**src/rtl/cache_mem_arbiter.sv**
```systemverilog
// Arbitrates icache/dcache line and uncached reads onto one memory read channel
// and buffers a single dcache write. Define ARB_RR_EN for round-robin read priority.
module cache_mem_arbiter #(
  parameter int LINE_W   = 128,
  parameter int ADDR_W   = 32,
  parameter int LINE_OFF = 4
) (
  input  logic              clk,
  input  logic              resetn,
  input  logic              ic_rd_req,
  input  logic [2:0]        ic_rd_type,
  input  logic [ADDR_W-1:0] ic_rd_addr,
  output logic              ic_rd_rdy,
  output logic              ic_ret_valid,
  output logic              ic_ret_last,
  output logic [31:0]       ic_ret_data,
  input  logic              dc_rd_req,
  input  logic [2:0]        dc_rd_type,
  input  logic [ADDR_W-1:0] dc_rd_addr,
  output logic              dc_rd_rdy,
  output logic              dc_ret_valid,
  output logic              dc_ret_last,
  output logic [31:0]       dc_ret_data,
  input  logic              dc_wr_req,
  input  logic [2:0]        dc_wr_type,
  input  logic [ADDR_W-1:0] dc_wr_addr,
  input  logic [3:0]        dc_wr_wstrb,
  input  logic [LINE_W-1:0] dc_wr_data,
  output logic              dc_wr_rdy,
  output logic              mem_rd_req,
  output logic [2:0]        mem_rd_type,
  output logic [ADDR_W-1:0] mem_rd_addr,
  input  logic              mem_rd_rdy,
  input  logic              mem_ret_valid,
  input  logic              mem_ret_last,
  input  logic [31:0]       mem_ret_data,
  output logic              mem_wr_req,
  output logic [2:0]        mem_wr_type,
  output logic [ADDR_W-1:0] mem_wr_addr,
  output logic [3:0]        mem_wr_wstrb,
  output logic [LINE_W-1:0] mem_wr_data,
  input  logic              mem_wr_rdy,
  output logic              err
);

  typedef enum logic [1:0] {R_IDLE, R_REQ, R_RESP} rd_state_t;
  typedef enum logic       {W_EMPTY, W_FULL}       wr_state_t;
  typedef enum logic       {OWN_IC, OWN_DC}        owner_t;

  rd_state_t r_state;
  wr_state_t w_state;
  owner_t    owner;
`ifdef ARB_RR_EN
  owner_t    last_grant;
`endif

  logic ic_cand, dc_cand, dc_win, rd_idle, in_resp;

  // Grants are gated by resetn so no handshake completes while the flops are held.
  always_comb begin
    ic_cand = ic_rd_req && !(w_state == W_FULL &&
              ic_rd_addr[ADDR_W-1:LINE_OFF] == mem_wr_addr[ADDR_W-1:LINE_OFF]);
    dc_cand = dc_rd_req && !(w_state == W_FULL &&
              dc_rd_addr[ADDR_W-1:LINE_OFF] == mem_wr_addr[ADDR_W-1:LINE_OFF]);
`ifdef ARB_RR_EN
    dc_win  = dc_cand && (!ic_cand || last_grant == OWN_IC);
`else
    dc_win  = dc_cand;
`endif
    rd_idle = resetn && (r_state == R_IDLE);
    in_resp = (r_state == R_RESP);

    dc_rd_rdy    = rd_idle && dc_win;
    ic_rd_rdy    = rd_idle && ic_cand && !dc_win;
    dc_wr_rdy    = resetn && (w_state == W_EMPTY);

    ic_ret_valid = in_resp && owner == OWN_IC && mem_ret_valid;
    ic_ret_last  = in_resp && owner == OWN_IC && mem_ret_valid && mem_ret_last;
    ic_ret_data  = (in_resp && owner == OWN_IC) ? mem_ret_data : '0;
    dc_ret_valid = in_resp && owner == OWN_DC && mem_ret_valid;
    dc_ret_last  = in_resp && owner == OWN_DC && mem_ret_valid && mem_ret_last;
    dc_ret_data  = (in_resp && owner == OWN_DC) ? mem_ret_data : '0;
  end

  always_ff @(posedge clk or negedge resetn) begin
    if (!resetn) begin
      r_state     <= R_IDLE;
      owner       <= OWN_IC;
`ifdef ARB_RR_EN
      last_grant  <= OWN_IC;
`endif
      mem_rd_req  <= 1'b0;
      mem_rd_type <= '0;
      mem_rd_addr <= '0;
    end else begin
      case (r_state)
        R_IDLE: begin
          if (dc_rd_rdy || ic_rd_rdy) begin
            owner       <= dc_rd_rdy ? OWN_DC : OWN_IC;
`ifdef ARB_RR_EN
            last_grant  <= dc_rd_rdy ? OWN_DC : OWN_IC;
`endif
            mem_rd_type <= dc_rd_rdy ? dc_rd_type : ic_rd_type;
            mem_rd_addr <= dc_rd_rdy ? dc_rd_addr : ic_rd_addr;
            mem_rd_req  <= 1'b1;
            r_state     <= R_REQ;
          end
        end
        R_REQ: begin
          if (mem_rd_rdy) begin
            mem_rd_req <= 1'b0;
            r_state    <= R_RESP;
          end
        end
        R_RESP: begin
          if (mem_ret_valid && mem_ret_last)
            r_state <= R_IDLE;
        end
        default: r_state <= R_IDLE;
      endcase
    end
  end

  always_ff @(posedge clk or negedge resetn) begin
    if (!resetn) begin
      w_state      <= W_EMPTY;
      mem_wr_req   <= 1'b0;
      mem_wr_type  <= '0;
      mem_wr_addr  <= '0;
      mem_wr_wstrb <= '0;
      mem_wr_data  <= '0;
    end else begin
      case (w_state)
        W_EMPTY: begin
          if (dc_wr_req) begin
            mem_wr_type  <= dc_wr_type;
            mem_wr_addr  <= dc_wr_addr;
            mem_wr_wstrb <= dc_wr_wstrb;
            mem_wr_data  <= dc_wr_data;
            mem_wr_req   <= 1'b1;
            w_state      <= W_FULL;
          end
        end
        W_FULL: begin
          if (mem_wr_rdy) begin
            mem_wr_req <= 1'b0;
            w_state    <= W_EMPTY;
          end
        end
        default: w_state <= W_EMPTY;
      endcase
    end
  end

  always_ff @(posedge clk or negedge resetn) begin
    if (!resetn)
      err <= 1'b0;
    else if ((mem_ret_valid && r_state != R_RESP) || (dc_wr_req && w_state == W_FULL))
      err <= 1'b1;
  end

endmodule

```
**config.mk**
```make
export PLATFORM = sky130hd
export DESIGN_NAME = cache_mem_arbiter
export DESIGN_NICKNAME = d
export VERILOG_FILES = /design/src/rtl/cache_mem_arbiter.sv
export SDC_FILE = /design/constraint.sdc
export NUM_CORES = 1
export LEC_CHECK = 0
export ABC_CLOCK_PERIOD_IN_PS = 3940
export CELL_PAD_IN_SITES_DETAIL_PLACEMENT = 0
export CELL_PAD_IN_SITES_GLOBAL_PLACEMENT = 1
export CORE_AREA = 2 2 212 214
export CTS_CLUSTER_DIAMETER = 100
export DETAILED_ROUTE_END_ITERATION = 10
export DIE_AREA = 0 0 214 216
export GPL_ROUTABILITY_DRIVEN = 0
export PLACE_DENSITY_LB_ADDON = 0.1
export SLEW_MARGIN = 15
export SYNTH_ARGS = -nofsm -noshare
export SYNTH_HDL_FRONTEND = slang
export SYNTH_SLANG_ARGS = --single-unit
```
**constraint.sdc**
```tcl
create_clock -name clk -period 3.94 [get_ports clk]
set_input_delay 0.394 -clock clk [delete_from_list [all_inputs] [get_ports clk]]
set_output_delay 0.394 -clock clk [all_outputs]
set_load 0.1 [all_outputs]
```
==> summary.txt <==
Floorplan
  – Starting Density: between 20% and 30%
  – Core footprint: between 40000 and 50000 µm²
  – Die H: around 220 µm
  – Die width: 214 µm
  – Row cnt: 77
  – I/O Pins: about 550
  – DIE AREA: approximately 46000 µm²

Detailed routing
  – WL final: around 39000 µm
  – Routed WL per cell: 20.73 µm
  – DR pass1 iterations: 4
  – DRT antenna net count: 0
  – Final routed DRC violation total: 0
  – Vias/cell: just over 4
  – Initial DRC Count: about 290
  – Vias post-DR: 7514

Clock tree
  – Reg clk slew, reported paths: ~60 ps
  – Total setup buffers inserted after CTS: 0
  – Bufs on Longest Clock Path: 3
  – Worst skew pair latency: ~550 ps
  – Clock root cell: clkbuf_16
  – CTS Sinks: 209
  – H-tree depth: 1
  – TritonCTS clock tree: yes
  – Total CTS buffers: 28

Hold path
  – Worst hold-check path type: input port to async pin

Logic synthesis
  – Biggest area consumer among synthesized cells: dfrtp_1
  – Syn nets: slightly below 1000
  – Yosys warning total: 0
  – #FFs+latches synth: approximately 210
  – Register area share after synthesis: 56.91%
  – Synth async-reset ratio: 100.0%
  – Post-synth EDFFs: 0
  – Most area-consuming cells after synthesis: dfrtp_1, mux2_2, xnor2_1
  – Post-synth top cells: dfrtp_1, mux2_2, and2_1
  – Post-synthesis cell count: 690
  – Ys flop type: dfrtp_1
  – Synth cell types: 26
  – Syn Area/Cell: 13.32 µm²
  – Synth top area share: between 50% and 60%
  – Count leader, synth: dfrtp_1
  – Mapped cell area: approximately 9200 µm²

Job
  – Total of max-cap violations: 0

STA
  – Final setup skew: around 14 ps
  – Post-Route Setup TNS: 0 ps
  – Slew Viols, Final: 0
  – Unrepaired setup endpoints after global routing: false
  – Worst Max-Slew Pin Slew: approximately 1100 ps
  – Final Setup Violations: 0
  – Max Clk Rate: roughly 300 MHz
  – Final Hold Viols: 0
  – Period minus WS final: roughly 3400 ps
  – Slew headroom: approximately a quarter
  – Period utilization: ~86%

Global routing
  – Vias in the first global route: 8123
  – Largest net degree at the start of global routing: 115
  – GRT Overall Usage: 16.28%
  – GRT overflow: 0
  – Wire length of the first global-routing pass: between 50000 and 60000 µm
  – Initial antenna violation count: 5

Place
  – Dpl hpwl: 29690 µm
  – # port buffers: about 550

Cells and area
  – Area grow syn2layout: 76.16%
  – NumNets Final: ~1500
  – Register area: approximately 5200 µm²
  – Share of post-route cells with drive strength above 1: a little under a quarter
  – Footprint of the multi-input gates: ~3700 µm²
  – Filler cell count: 4384

Critical path
  – Critical Path Start: resetn
  – Critical path arrival: 3000 ps
  – Startpoint types: input port
  – WP data required: roughly 3600 ps
  – Critical path peak fanout: 33
  – Worst r2r src: mem_wr_addr[31]$_DFFE_PN0P_
  – WS Path Type: input port to output pin
  – CP Capture Type: output pin

Power
  – Pwr Density: 895.5 nW/µm²
  – Leakage power: 6.492 nW
  – Peak VDD IR: approximately 0.00045 V
  – Tot Pwr: ~14 mW

Run status
  – Status: completed
## critical path, cell delays in order
cell,delay (ps)
dlygate4sd3_1,600
buf_8,280
nor3b_1,340
nand2_1,190
a21oi_4,510
inv_1,180
a21oi_1,260
buf_12,220
## final timing paths
check / end / slack, ps / cells after the start
worst max-delay path: ic_rd_rdy / 550 / 8
worst min-delay path: mem_wr_addr[18]$_DFFE_PN0P_ / 350 / 2
worst max register to register: mem_rd_addr[13]$_DFFE_PN0P_ / 1300 / 7
worst min register to register: err$_DFFE_PN0P_ / 490 / 1
max in group asynchronous: mem_wr_data[0]$_DFFE_PN0P_ / 2390 / 3
min in group clk: mem_rd_addr[2]$_DFFE_PN0P_ / 430 / 3
## state kept, by name, summed over array words and instances (netlist names)
name,count
mem_wr_type,3
mem_wr_addr,32
r_state,2
err,1
mem_rd_addr,32
mem_wr_data,128
mem_wr_req,1
mem_rd_type,3
w_state,1
mem_rd_req,1
owner,1
mem_wr_wstrb,4
## through the flow
stage	setup slack (ps)	utilization, %	cells	cell area (µm²)	hold slack, ps
global route	291.0	36.91	1860	16180	334.2
floorplan	233.0	-	690	9190	98.41
detailed placement	832.9	34.78	1809	15250	285.1
CTS	412.1	36.91	1860	16180	334.8
global placement	896.8	34.78	1809	15250	287.5
finish	550.7	36.93	1864	16190	348.3
## power by group
part           total, mW  internal (mW)  switching (mW)  leakage, nW
clock network       2.56           1.58           0.984        0.455
registers           3.23           2.80           0.429         2.42
logic               8.70           2.12            6.58         3.62
## kinds of logic (layout without fill, tap and decap cells)
logic type / count (synthesis) / after routing / synth area share (%)
mux: 202 / 202 / 24.28
compound gates: 44 / 44 / 2.560
flops: 209 / 209 / 56.91
simple gates: 138 / 138 / 8.291
buf+inv: 41 / 619 / 2.628
other cells: 0 / 4 / 0
xor+xnor: 56 / 56 / 5.337
## cell usage in the layout (no fill, tap or decap), drive strengths merged
cell	instances
mux2i	35
clkinv	4
nor2b	2
clkbuf	44
dlygate4sd3	1
a221o	1
nand4	12
mux2	167
o21ai	1
nand2	7
xnor2	56
nor3b	1
inv	4
and3	1
diode	4
and2	69
dfrtp	209
buf	82
a21oi	38
nor4	4
a21o	2
o22ai	1
nand3b	1
clkdlybuf4s50	482
nand3	3
bufinv	2
o311ai	1
nor2	38
## metal layers
layer  share of wire, %  track usage (%)
met5               0.10                0
met4                1.1            3.030
met3                 12            8.428
met2                 48            26.88
met1                 39            18.95
## layout make-up
class / count / area share [%]
tap: 592 / 4.575
timing repair buffer: 565 / 34.18
multi-input combinational: 440 / 23.09
antenna: 4 / 0.06183
sequential: 209 / 32.31
inverter: 4 / 0.09274
clock buffer: 44 / 5.201
clock inverter: 6 / 0.4946
## repair_timing
action                                  4_1_cts  5_1_grt
gates resized for setup                       0        0
endpoints found under the hold margin        29        0
endpoints found under the setup margin        0        0
hold buffers                                  1        0
Power figures use the tool's default switching activity.
